**src/rtl/eth_pkg.sv**
```systemverilog
// eth_pkg: constants and CRC helper shared by the raw-Ethernet transmitter and receiver
package eth_pkg;
   localparam int          PAYLOAD_LEN = 1024;
   localparam int          HDR_LEN     = 16;
   localparam int          FCS_LEN     = 4;
   localparam logic [47:0] MAC_DST     = 48'h5965239093d4;
   localparam logic [15:0] ETYPE       = 16'h1919;
   localparam logic [7:0]  PRE_BYTE    = 8'h55;
   localparam logic [7:0]  SFD_BYTE    = 8'hd5;
   localparam logic [31:0] CRC_POLY    = 32'hedb88320;
   localparam logic [31:0] CRC_INIT    = 32'hffffffff;
   localparam logic [31:0] CRC_RESIDUE = 32'hdebb20e3;

   typedef enum logic [2:0] {WAIT_IDLE, IDLE, PRE, HDR, PAY, FCS, CHECK, DROP} rx_state_t;

   // Reflected CRC-32, one byte consumed LSB first; no final inversion.
   function automatic logic [31:0] crc32(input logic [31:0] crc, input logic [7:0] d);
      logic [31:0] c;
      c = crc ^ {24'h0, d};
      for (int i = 0; i < 8; i++) c = c[0] ? (c >> 1) ^ CRC_POLY : c >> 1;
      return c;
   endfunction
endpackage

```
**src/rtl/eth_rx_if.sv**
```systemverilog
// eth_rx_if: RGMII-style receive pins plus the payload write port and frame status
interface eth_rx_if;
   import eth_pkg::*;
   localparam int AW = $clog2(PAYLOAD_LEN) + 1;
   logic          rxctl;
   logic [3:0]    rxd;
   logic          wr_en;
   logic [AW-1:0] wr_ad;
   logic [7:0]    wr_data;
   logic          idx;
   logic [15:0]   seq;
   logic          frame_ok;
   logic [15:0]   crc_err_cnt;
   logic [15:0]   drop_cnt;
   modport master (input rxctl, rxd,
                   output wr_en, wr_ad, wr_data, idx, seq, frame_ok, crc_err_cnt, drop_cnt);
   modport slave  (output rxctl, rxd,
                   input wr_en, wr_ad, wr_data, idx, seq, frame_ok, crc_err_cnt, drop_cnt);
endinterface

```
**src/rtl/rgmii_rx_cap.sv**
```systemverilog
// rgmii_rx_cap: rebuilds one byte per clk125 cycle from the 4-bit DDR receive pins
module rgmii_rx_cap (
   input  logic       clk125,
   input  logic       rst_n,
   input  logic       rxctl,
   input  logic [3:0] rxd,
   output logic [7:0] rx_byte,
   output logic       byte_vld,
   output logic       rx_er
);
   logic [3:0] lo_nib;
   logic       dv;
   always_ff @(negedge clk125 or negedge rst_n)
      if (!rst_n) begin
         lo_nib <= '0;
         dv     <= 1'b0;
      end else begin
         lo_nib <= rxd;
         dv     <= rxctl;
      end
   // Second-phase rxctl carries DV^ER, so a differing phase flags an error.
   always_ff @(posedge clk125 or negedge rst_n)
      if (!rst_n) begin
         rx_byte  <= '0;
         byte_vld <= 1'b0;
         rx_er    <= 1'b0;
      end else begin
         rx_byte  <= {rxd, lo_nib};
         byte_vld <= dv;
         rx_er    <= dv ^ rxctl;
      end
endmodule

```
**src/rtl/eth_rx.sv**
```systemverilog
// eth_rx: validates received frames and publishes good payloads into a ping-pong buffer
module eth_rx
   import eth_pkg::*;
(
   input  logic      clk125,
   input  logic      rst_n,
   eth_rx_if.master  bus
);
   localparam int KW = $clog2(PAYLOAD_LEN);

   logic [7:0]  rx_byte;
   logic        byte_vld, rx_er;
   rx_state_t   state, state_n;
   logic [10:0] cnt, cnt_n;
   logic [31:0] crc, crc_n;
   logic [15:0] seq_tmp, seq_tmp_n;
   logic        extra, extra_n;
   logic        wr_go, ok_go, drop_inc, crc_inc, hdr_bad;
   logic [7:0]  dst_b;

   rgmii_rx_cap u_cap (
      .clk125   (clk125),
      .rst_n    (rst_n),
      .rxctl    (bus.rxctl),
      .rxd      (bus.rxd),
      .rx_byte  (rx_byte),
      .byte_vld (byte_vld),
      .rx_er    (rx_er)
   );

   // Header byte n: 1..6 destination (low byte first), 13..14 EtherType (high byte first).
   assign dst_b   = 8'(MAC_DST >> {cnt[2:0] - 3'd1, 3'b000});
   assign hdr_bad = cnt <= 11'd6  ? rx_byte != dst_b :
                    cnt == 11'd13 ? rx_byte != ETYPE[15:8] :
                    cnt == 11'd14 ? rx_byte != ETYPE[7:0] : 1'b0;

   always_comb begin
      state_n   = state;
      cnt_n     = cnt;
      crc_n     = crc;
      seq_tmp_n = seq_tmp;
      extra_n   = extra;
      wr_go     = 1'b0;
      ok_go     = 1'b0;
      drop_inc  = 1'b0;
      crc_inc   = 1'b0;
      case (state)
         WAIT_IDLE: if (!byte_vld) state_n = IDLE;
         IDLE:      if (byte_vld) state_n = rx_byte == PRE_BYTE ? PRE : DROP;
         PRE: begin
            state_n = byte_vld && rx_byte == PRE_BYTE ? PRE :
                      byte_vld && rx_byte == SFD_BYTE ? HDR : IDLE;
            crc_n   = CRC_INIT;
            cnt_n   = 11'd1;
         end
         HDR, PAY, FCS: begin
            crc_n = crc32(crc, rx_byte);
            cnt_n = cnt + 11'd1;
            if (!byte_vld || rx_er) begin
               drop_inc = 1'b1;
               state_n  = byte_vld ? DROP : IDLE;
            end else if (state == HDR) begin
               seq_tmp_n = cnt == 11'd15 ? {seq_tmp[15:8], rx_byte} :
                           cnt == 11'd16 ? {rx_byte, seq_tmp[7:0]} : seq_tmp;
               if (hdr_bad) begin
                  drop_inc = 1'b1;
                  state_n  = DROP;
               end else if (cnt == 11'(HDR_LEN)) begin
                  state_n = PAY;
                  cnt_n   = '0;
               end
            end else if (state == PAY) begin
               wr_go = 1'b1;
               if (cnt == 11'(PAYLOAD_LEN - 1)) begin
                  state_n = FCS;
                  cnt_n   = '0;
               end
            end else if (cnt == 11'(FCS_LEN - 1)) begin
               state_n = CHECK;
               cnt_n   = '0;
            end
         end
         // Two cycles: any valid byte seen in either marks the frame overlong.
         CHECK: begin
            extra_n = extra | byte_vld;
            cnt_n   = cnt + 11'd1;
            if (cnt[0]) begin
               extra_n = 1'b0;
               if (extra || byte_vld) begin
                  drop_inc = 1'b1;
                  state_n  = DROP;
               end else if (crc == CRC_RESIDUE) begin
                  ok_go   = 1'b1;
                  state_n = IDLE;
               end else begin
                  crc_inc = 1'b1;
                  state_n = DROP;
               end
            end
         end
         DROP:      if (!byte_vld) state_n = IDLE;
         default:   state_n = WAIT_IDLE;
      endcase
   end

   always_ff @(posedge clk125 or negedge rst_n)
      if (!rst_n) begin
         state   <= WAIT_IDLE;
         cnt     <= '0;
         crc     <= CRC_INIT;
         seq_tmp <= '0;
         extra   <= 1'b0;
      end else begin
         state   <= state_n;
         cnt     <= cnt_n;
         crc     <= crc_n;
         seq_tmp <= seq_tmp_n;
         extra   <= extra_n;
      end

   // Payload always lands in the bank not currently published.
   always_ff @(posedge clk125 or negedge rst_n)
      if (!rst_n) begin
         bus.wr_en   <= 1'b0;
         bus.wr_ad   <= '0;
         bus.wr_data <= '0;
      end else begin
         bus.wr_en <= wr_go;
         if (wr_go) begin
            bus.wr_ad   <= {~bus.idx, cnt[KW-1:0]};
            bus.wr_data <= rx_byte;
         end
      end

   always_ff @(posedge clk125 or negedge rst_n)
      if (!rst_n) begin
         bus.idx         <= 1'b0;
         bus.seq         <= '0;
         bus.frame_ok    <= 1'b0;
         bus.crc_err_cnt <= '0;
         bus.drop_cnt    <= '0;
      end else begin
         bus.frame_ok <= ok_go;
         if (ok_go) begin
            bus.idx <= ~bus.idx;
            bus.seq <= seq_tmp;
         end
         if (crc_inc && bus.crc_err_cnt != 16'hffff) bus.crc_err_cnt <= bus.crc_err_cnt + 16'd1;
         if (drop_inc && bus.drop_cnt != 16'hffff) bus.drop_cnt <= bus.drop_cnt + 16'd1;
      end
endmodule

```
**src/flat_wrapper.sv**
```systemverilog
// flat-port wrapper written by rule: the top's interface ports become plain ports
module eth_rx_flat import eth_pkg::*;
  (clk125, rst_n, bus_rxctl, bus_rxd, bus_wr_en, bus_wr_ad, bus_wr_data, bus_idx, bus_seq, bus_frame_ok, bus_crc_err_cnt, bus_drop_cnt);
  eth_rx_if bus_i ();
  input  logic clk125;
  input  logic rst_n;
  input wire logic [$bits(bus_i.rxctl)-1:0] bus_rxctl;
  input wire logic [$bits(bus_i.rxd)-1:0] bus_rxd;
  output wire logic [$bits(bus_i.wr_en)-1:0] bus_wr_en;
  output wire logic [$bits(bus_i.wr_ad)-1:0] bus_wr_ad;
  output wire logic [$bits(bus_i.wr_data)-1:0] bus_wr_data;
  output wire logic [$bits(bus_i.idx)-1:0] bus_idx;
  output wire logic [$bits(bus_i.seq)-1:0] bus_seq;
  output wire logic [$bits(bus_i.frame_ok)-1:0] bus_frame_ok;
  output wire logic [$bits(bus_i.crc_err_cnt)-1:0] bus_crc_err_cnt;
  output wire logic [$bits(bus_i.drop_cnt)-1:0] bus_drop_cnt;
  assign bus_i.rxctl = bus_rxctl;
  assign bus_i.rxd = bus_rxd;
  assign bus_wr_en = bus_i.wr_en;
  assign bus_wr_ad = bus_i.wr_ad;
  assign bus_wr_data = bus_i.wr_data;
  assign bus_idx = bus_i.idx;
  assign bus_seq = bus_i.seq;
  assign bus_frame_ok = bus_i.frame_ok;
  assign bus_crc_err_cnt = bus_i.crc_err_cnt;
  assign bus_drop_cnt = bus_i.drop_cnt;
  eth_rx u_core (.clk125(clk125), .rst_n(rst_n), .bus(bus_i));
endmodule
```
**config.mk**
```make
export PLATFORM = sky130hd
export DESIGN_NAME = eth_rx_flat
export DESIGN_NICKNAME = d
export VERILOG_FILES = /design/src/rtl/eth_pkg.sv /design/src/rtl/eth_rx_if.sv /design/src/rtl/rgmii_rx_cap.sv /design/src/rtl/eth_rx.sv /design/src/flat_wrapper.sv
export SDC_FILE = /design/constraint.sdc
export NUM_CORES = 1
export LEC_CHECK = 0
export ABC_CLOCK_PERIOD_IN_PS = 8500
export CORE_ASPECT_RATIO = 0.7
export CORE_MARGIN = 2
export CORE_UTILIZATION = 40
export DETAILED_ROUTE_END_ITERATION = 12
export HOLD_SLACK_MARGIN = 0.02
export PLACE_DENSITY = 0.7
export SLEW_MARGIN = 20
export SYNTH_ARGS = -nofsm -noshare
export SYNTH_HDL_FRONTEND = slang
export SYNTH_SLANG_ARGS = --single-unit
```
**constraint.sdc**
```tcl
create_clock -name clk125 -period 8.5 [get_ports clk125]
set_clock_uncertainty 0.1 [all_clocks]
set_input_delay 1.7 -clock clk125 [delete_from_list [all_inputs] [get_ports clk125]]
set_output_delay 1.7 -clock clk125 [all_outputs]
set_load 0.01 [all_outputs]
```
# After elaboration in Yosys (flattened, before gate mapping)
# Index checks and enable logic that the tools add are counted.
[totals]
mem_count = 0
register_bits = 148
mem_bits_rw = 0
mem_bits_ro = 0
word_cells = 137
latchBits = 0
in_bits = 7
[op_classes]
reduce_logical = 15
n_lt_le_gt_ge = 1
multipliers = 0
div_mod_pow = 0
add_sub_neg = 4
n_mux = 57
eq_ne = 26
shifts = 1
n_bitwise = 14
[ops]
columns = ["op", "count"]
rows = [
  ["32-bit 2-to-1 mux", 8],
  ["13-bit NOT with 14-bit output", 8],
  ["11-bit 2-to-1 mux", 7],
  ["32-bit case mux with 2 select lines", 1],
  ["47-bit by 6-bit >> shifter with 8-bit output, first input constant", 1],
  ["3-bit 2-to-1 mux", 15],
  ["11-bit by 4-bit equality test with 1-bit output, second input constant", 3],
  ["11-bit case mux with 3 select lines", 1],
  ["16-bit by 1-bit adder with 16-bit output, second input constant", 2],
  ["32-bit equality test, second input constant", 1],
  ["16-bit inequality test, second input constant", 2],
  ["32-bit by 8-bit bitwise XOR with 32-bit output", 1],
  ["1-bit 2-to-1 mux", 21],
  ["3-bit case mux with 5 select lines", 1],
  ["3-bit equality test, second input constant", 4],
  ["11-bit by 1-bit adder with 11-bit output, second input constant", 1],
  ["11-bit by 10-bit equality test with 1-bit output, second input constant", 1],
  ["11-bit by 2-bit equality test with 1-bit output, second input constant", 1],
  ["11-bit by 5-bit equality test with 1-bit output, second input constant", 1],
  ["11-bit by 3-bit <= comparator with 1-bit output, second input constant", 1],
  ["5-bit by 3-bit inequality test with 1-bit output, second input constant", 2],
  ["8-bit by 7-bit equality test with 1-bit output, second input constant", 1],
  ["8-bit equality test, second input constant", 1],
  ["8-bit 2-to-1 mux", 1],
  ["other kinds (24)", 32],
]

# Logic depth before layout (Yosys ltp)
[depth]
depth_word = 18
depth_mapped = 12

# Cells and area by module
# From an unflattened synthesis, not the netlist that was laid out.
[hier_totals]
hier_cells = 723
hier_area_um2 = 7458.4
[modules_own_cells]
columns = ["module", "area_each_um2", "cells_each", "instances"]
rows = [
  ["eth_rx", 7074.3, 707, 1],
  ["rgmii_rx_cap", 384.1, 16, 1],
]

==> summary.txt <==
Timing
  • Hold_ws: just under 400 ps
  • Final Max Slew Viols: 0
  • RSZ-0062 raised after global routing: no
  • Worst slew margin: 39.7%
  • Final setup violation count: 0
  • Hold Vio Cnt, Final: 0
  • Setup TNS: 0 ps
  • Worst slew pin tran: 896 ps

Finish
  • Final net count: 717
  • Syn-to-layout area delta: 21.6%
  • Post-layout util: between 40% and 50%
  • Design Area, Final: just under 9000 µm²
  • ANT cells: 0
  • Layout fillers: around 1600
  • Ratio of cells with drive above 1 in the final layout: 19.3%

Synthesis
  • Synth Cell Area: between 7000 and 8000 µm²
  • Yosys top cell by area: dfrtp_1
  • Cells after synthesis: 630
  • Unique masters post-synth: 66
  • Top-count cell post-synth: dfrtp_1
  • Ys Warns: 0
  • Sequential-to-total area share from yosys stat: 51.9%
  • Synth cell count leaders: 111 x dfrtp_1, 74 x xnor2_1, 60 x nor2_1, 53 x mux2_2, 39 x a21oi_1
  • Synth top area cells: dfrtp_1 39%, dfstp_2 12%, xnor2_1 9.0%, mux2_2 8.3%, xor2_1 4.2%
  • Yosys top cell area share: approximately two fifths
  • Mean area per synthesized cell: ~11 µm²
  • Post-synth ARST share: 100%
  • Number of flops mapped to enable cells by yosys: 0
  • Predominant post-synthesis flop cell: dfrtp_1
  • Net Count, Synth: between 600 and 700
  • Synthesis-stage register bit count: roughly 150

Floorplan
  • Die area: 19100 µm²
  • Die Width: approximately 160 µm
  • Starting Density: between 40% and 50%
  • Boundary Pins: just under 80
  • Chip height: approximately 120 µm
  • Core area: approximately 18000 µm²
  • Row cnt: a little over 40

Setup path
  • Crit end category: flop
  • Crit path buf inv count: 1
  • CP Max Fanout: 2
  • CP arrival: about 2100 ps
  • Critical path endpoint: u_core.u_cap.dv$_DFF_NN0_
  • Crit-path slowest cell: clkdlybuf4s50_1
  • Crit path from: bus_rxctl
  • Reg2reg start: u_core.u_cap.dv$_DFF_NN0_
  • Cell chain of the critical path: clkdlybuf4s50_1
  • CP top delay family: buffers and inverters
  • RR Endpoint: u_core.u_cap.rx_er$_DFF_PN0_
  • Critical path type: input port to flop
  • Worst EP required: between 4000 and 5000 ps
  • CP Depth: 1
  • Largest stage delay, worst path: around 430 ps
  • R2R cell count: 1
  • R2R setup slack: 3530 ps
  • Worst setup SP type: input port

GRT
  • GR Util met2: approximately a quarter
  • First-pass GRT wire length: 27100 µm
  • Initial antenna violation count: 0
  • Met3 Use GR: about 4.3%
  • Pin count of the biggest net entering global routing: 80
  • Top Usage Layer GRT: met1
  • Grt total ovfl: 0
  • GR met1 Demand/Resource: 27.5%
  • GRT Overall Usage: between 10% and 20%
  • Vias in the first global route: 5094

Detailed routing
  • Initial DRC count: ~420
  • Final ANT Viol Nets: 0
  • Avg WL per Cell: between 15 and 20 µm
  • Routed wire length: 16500 µm
  • DR pass1 iterations: 5
  • # DRC: 0
  • Via/cell ratio: 5.30
  • Via count: between 5000 and 6000

Clocking
  • Root Driver: clkbuf_16
  • H-Tree Level Count: 4
  • Max clock buf depth: 2
  • Setup bufs post-CTS: 0
  • Num CTS Buffers: 17
  • TritonCTS Sinks: about 150
  • CTS resizes: 0
  • Clock Pin Slew Worst Setup and Hold Paths: ~70 ps
  • Worst skew pair latency: around 430 ps
  • CTS tree: done
  • CTS Hold Buffers Added: 0

Power and ir drop
  • Pleak: between 3 and 4 nW
  • Power Dens Cells: 391 nW/µm²
  • Worst vdd ir: approximately 0.16 mV
  • PnR Total Power: between 0.003 and 0.004 W

Min path
  • HP Start: u_core.bus.drop_cnt[10]$_DFFE_PN0P_
  • Worst hold path type: flop to flop

Run
  • # Max-Cap Violations: 0

Placement
  • GPL Wtd Cong: between 0.9 and 1
  • Placed instance area: approximately 8000 µm²
  • IO Port Bufs: 76
  • Final HPWL DP: approximately 12000 µm

Run status
  • Status: completed
[power breakdown]
group	internal [W]	total, W	switching (W)
Clock	0.000418	0.000753	0.000335
Combinational	0.000683	0.00151	0.000825
Sequential	0.000947	0.00117	0.000221
Total	0.00205	0.00343	0.00138
[cell usage in the layout, fill, tap and decap left out, types with 6 or more instances in the layout]
master,instances
nor2_1,60
xor2_1,35
and3_1,8
nand4_1,15
xnor2_1,74
dfstp_2,32
inv_1,6
dfrtp_1,111
nand2_1,30
nor2b_1,7
clkbuf_16,17
clkdlybuf4s50_1,75
a21oi_1,39
mux2_2,53
ha_1,8
nand3_1,21
o21ai_0,9
[per-layer routing]
| layer | share of wire, % | vias up | routed length, µm |
|---|---|---|---|
| met4 | 0.59 | 0 | 98 |
| met1 | 50 | 2539 | 8330 |
| met2 | 44 | 142 | 7230 |
| met5 | 0 | - | 0 |
| met3 | 5.4 | 12 | 889 |
| li1 | - | 2346 | - |
[flip-flops by register name, summed over array words and instances, names as in the netlist]
signal                  count
u_core.state                3
u_core.bus.idx              1
u_core.u_cap.rx_byte        8
u_core.u_cap.rx_er          1
u_core.bus.seq             16
u_core.u_cap.dv             1
u_core.crc                 32
u_core.u_cap.lo_nib         4
u_core.seq_tmp             16
u_core.bus.wr_data          8
u_core.bus.wr_en            1
u_core.u_cap.byte_vld       1
u_core.bus.drop_cnt        16
u_core.cnt                 11
u_core.bus.wr_ad           11
u_core.bus.frame_ok         1
u_core.bus.crc_err_cnt     16
u_core.extra                1
[worst min path at each step]
| stage | to | slack (ps) | cells past startpoint |
|---|---|---|---|
| after global placement | u_core.bus.drop_cnt[9]$_DFFE_PN0P_ | 380 | 1 |
| final | u_core.bus.drop_cnt[10]$_DFFE_PN0P_ | 390 | 1 |
| after detailed placement | u_core.bus.drop_cnt[10]$_DFFE_PN0P_ | 380 | 1 |
| after global routing | u_core.bus.drop_cnt[15]$_DFFE_PN0P_ | 410 | 1 |
| after CTS | u_core.bus.drop_cnt[10]$_DFFE_PN0P_ | 390 | 1 |
| after floorplan | u_core.seq_tmp[0]$_DFFE_PN0P_ | 370 | 1 |
[area by class of cell]
cell class | count | area [µm²] | area share [%]
clock inverters | 15 | 165 | 1.88
well taps | 236 | 295 | 3.37
inverters | 6 | 22.5 | 0.257
multi-input cells | 449 | 3320 | 37.9
repair buffers | 80 | 796 | 9.07
flip-flops and latches | 148 | 3740 | 42.7
clock buffers | 17 | 425 | 4.85
[cell families (layout without fill, tap and decap cells)]
group           after synthesis  after routing  synth area share [%]
compound gates               82             82                  7.27
xor+xnor                    115            115                  14.6
fa+ha+maj                     8              8                  1.39
buf+inv                      33            118                  2.15
flops                       148            148                  51.9
mux                          57             57                  8.83
simple gates                187            187                  13.9
[stage by stage]
stage | std cells | setup slack, ps
after floorplan | 630 | 2310
after global placement | 918 | 1830
after detailed placement | 918 | 1830
after CTS | 950 | 2240
after global routing | 951 | 2220
final | 951 | 2250
Note: power is estimated with default switching activity, not from simulation.
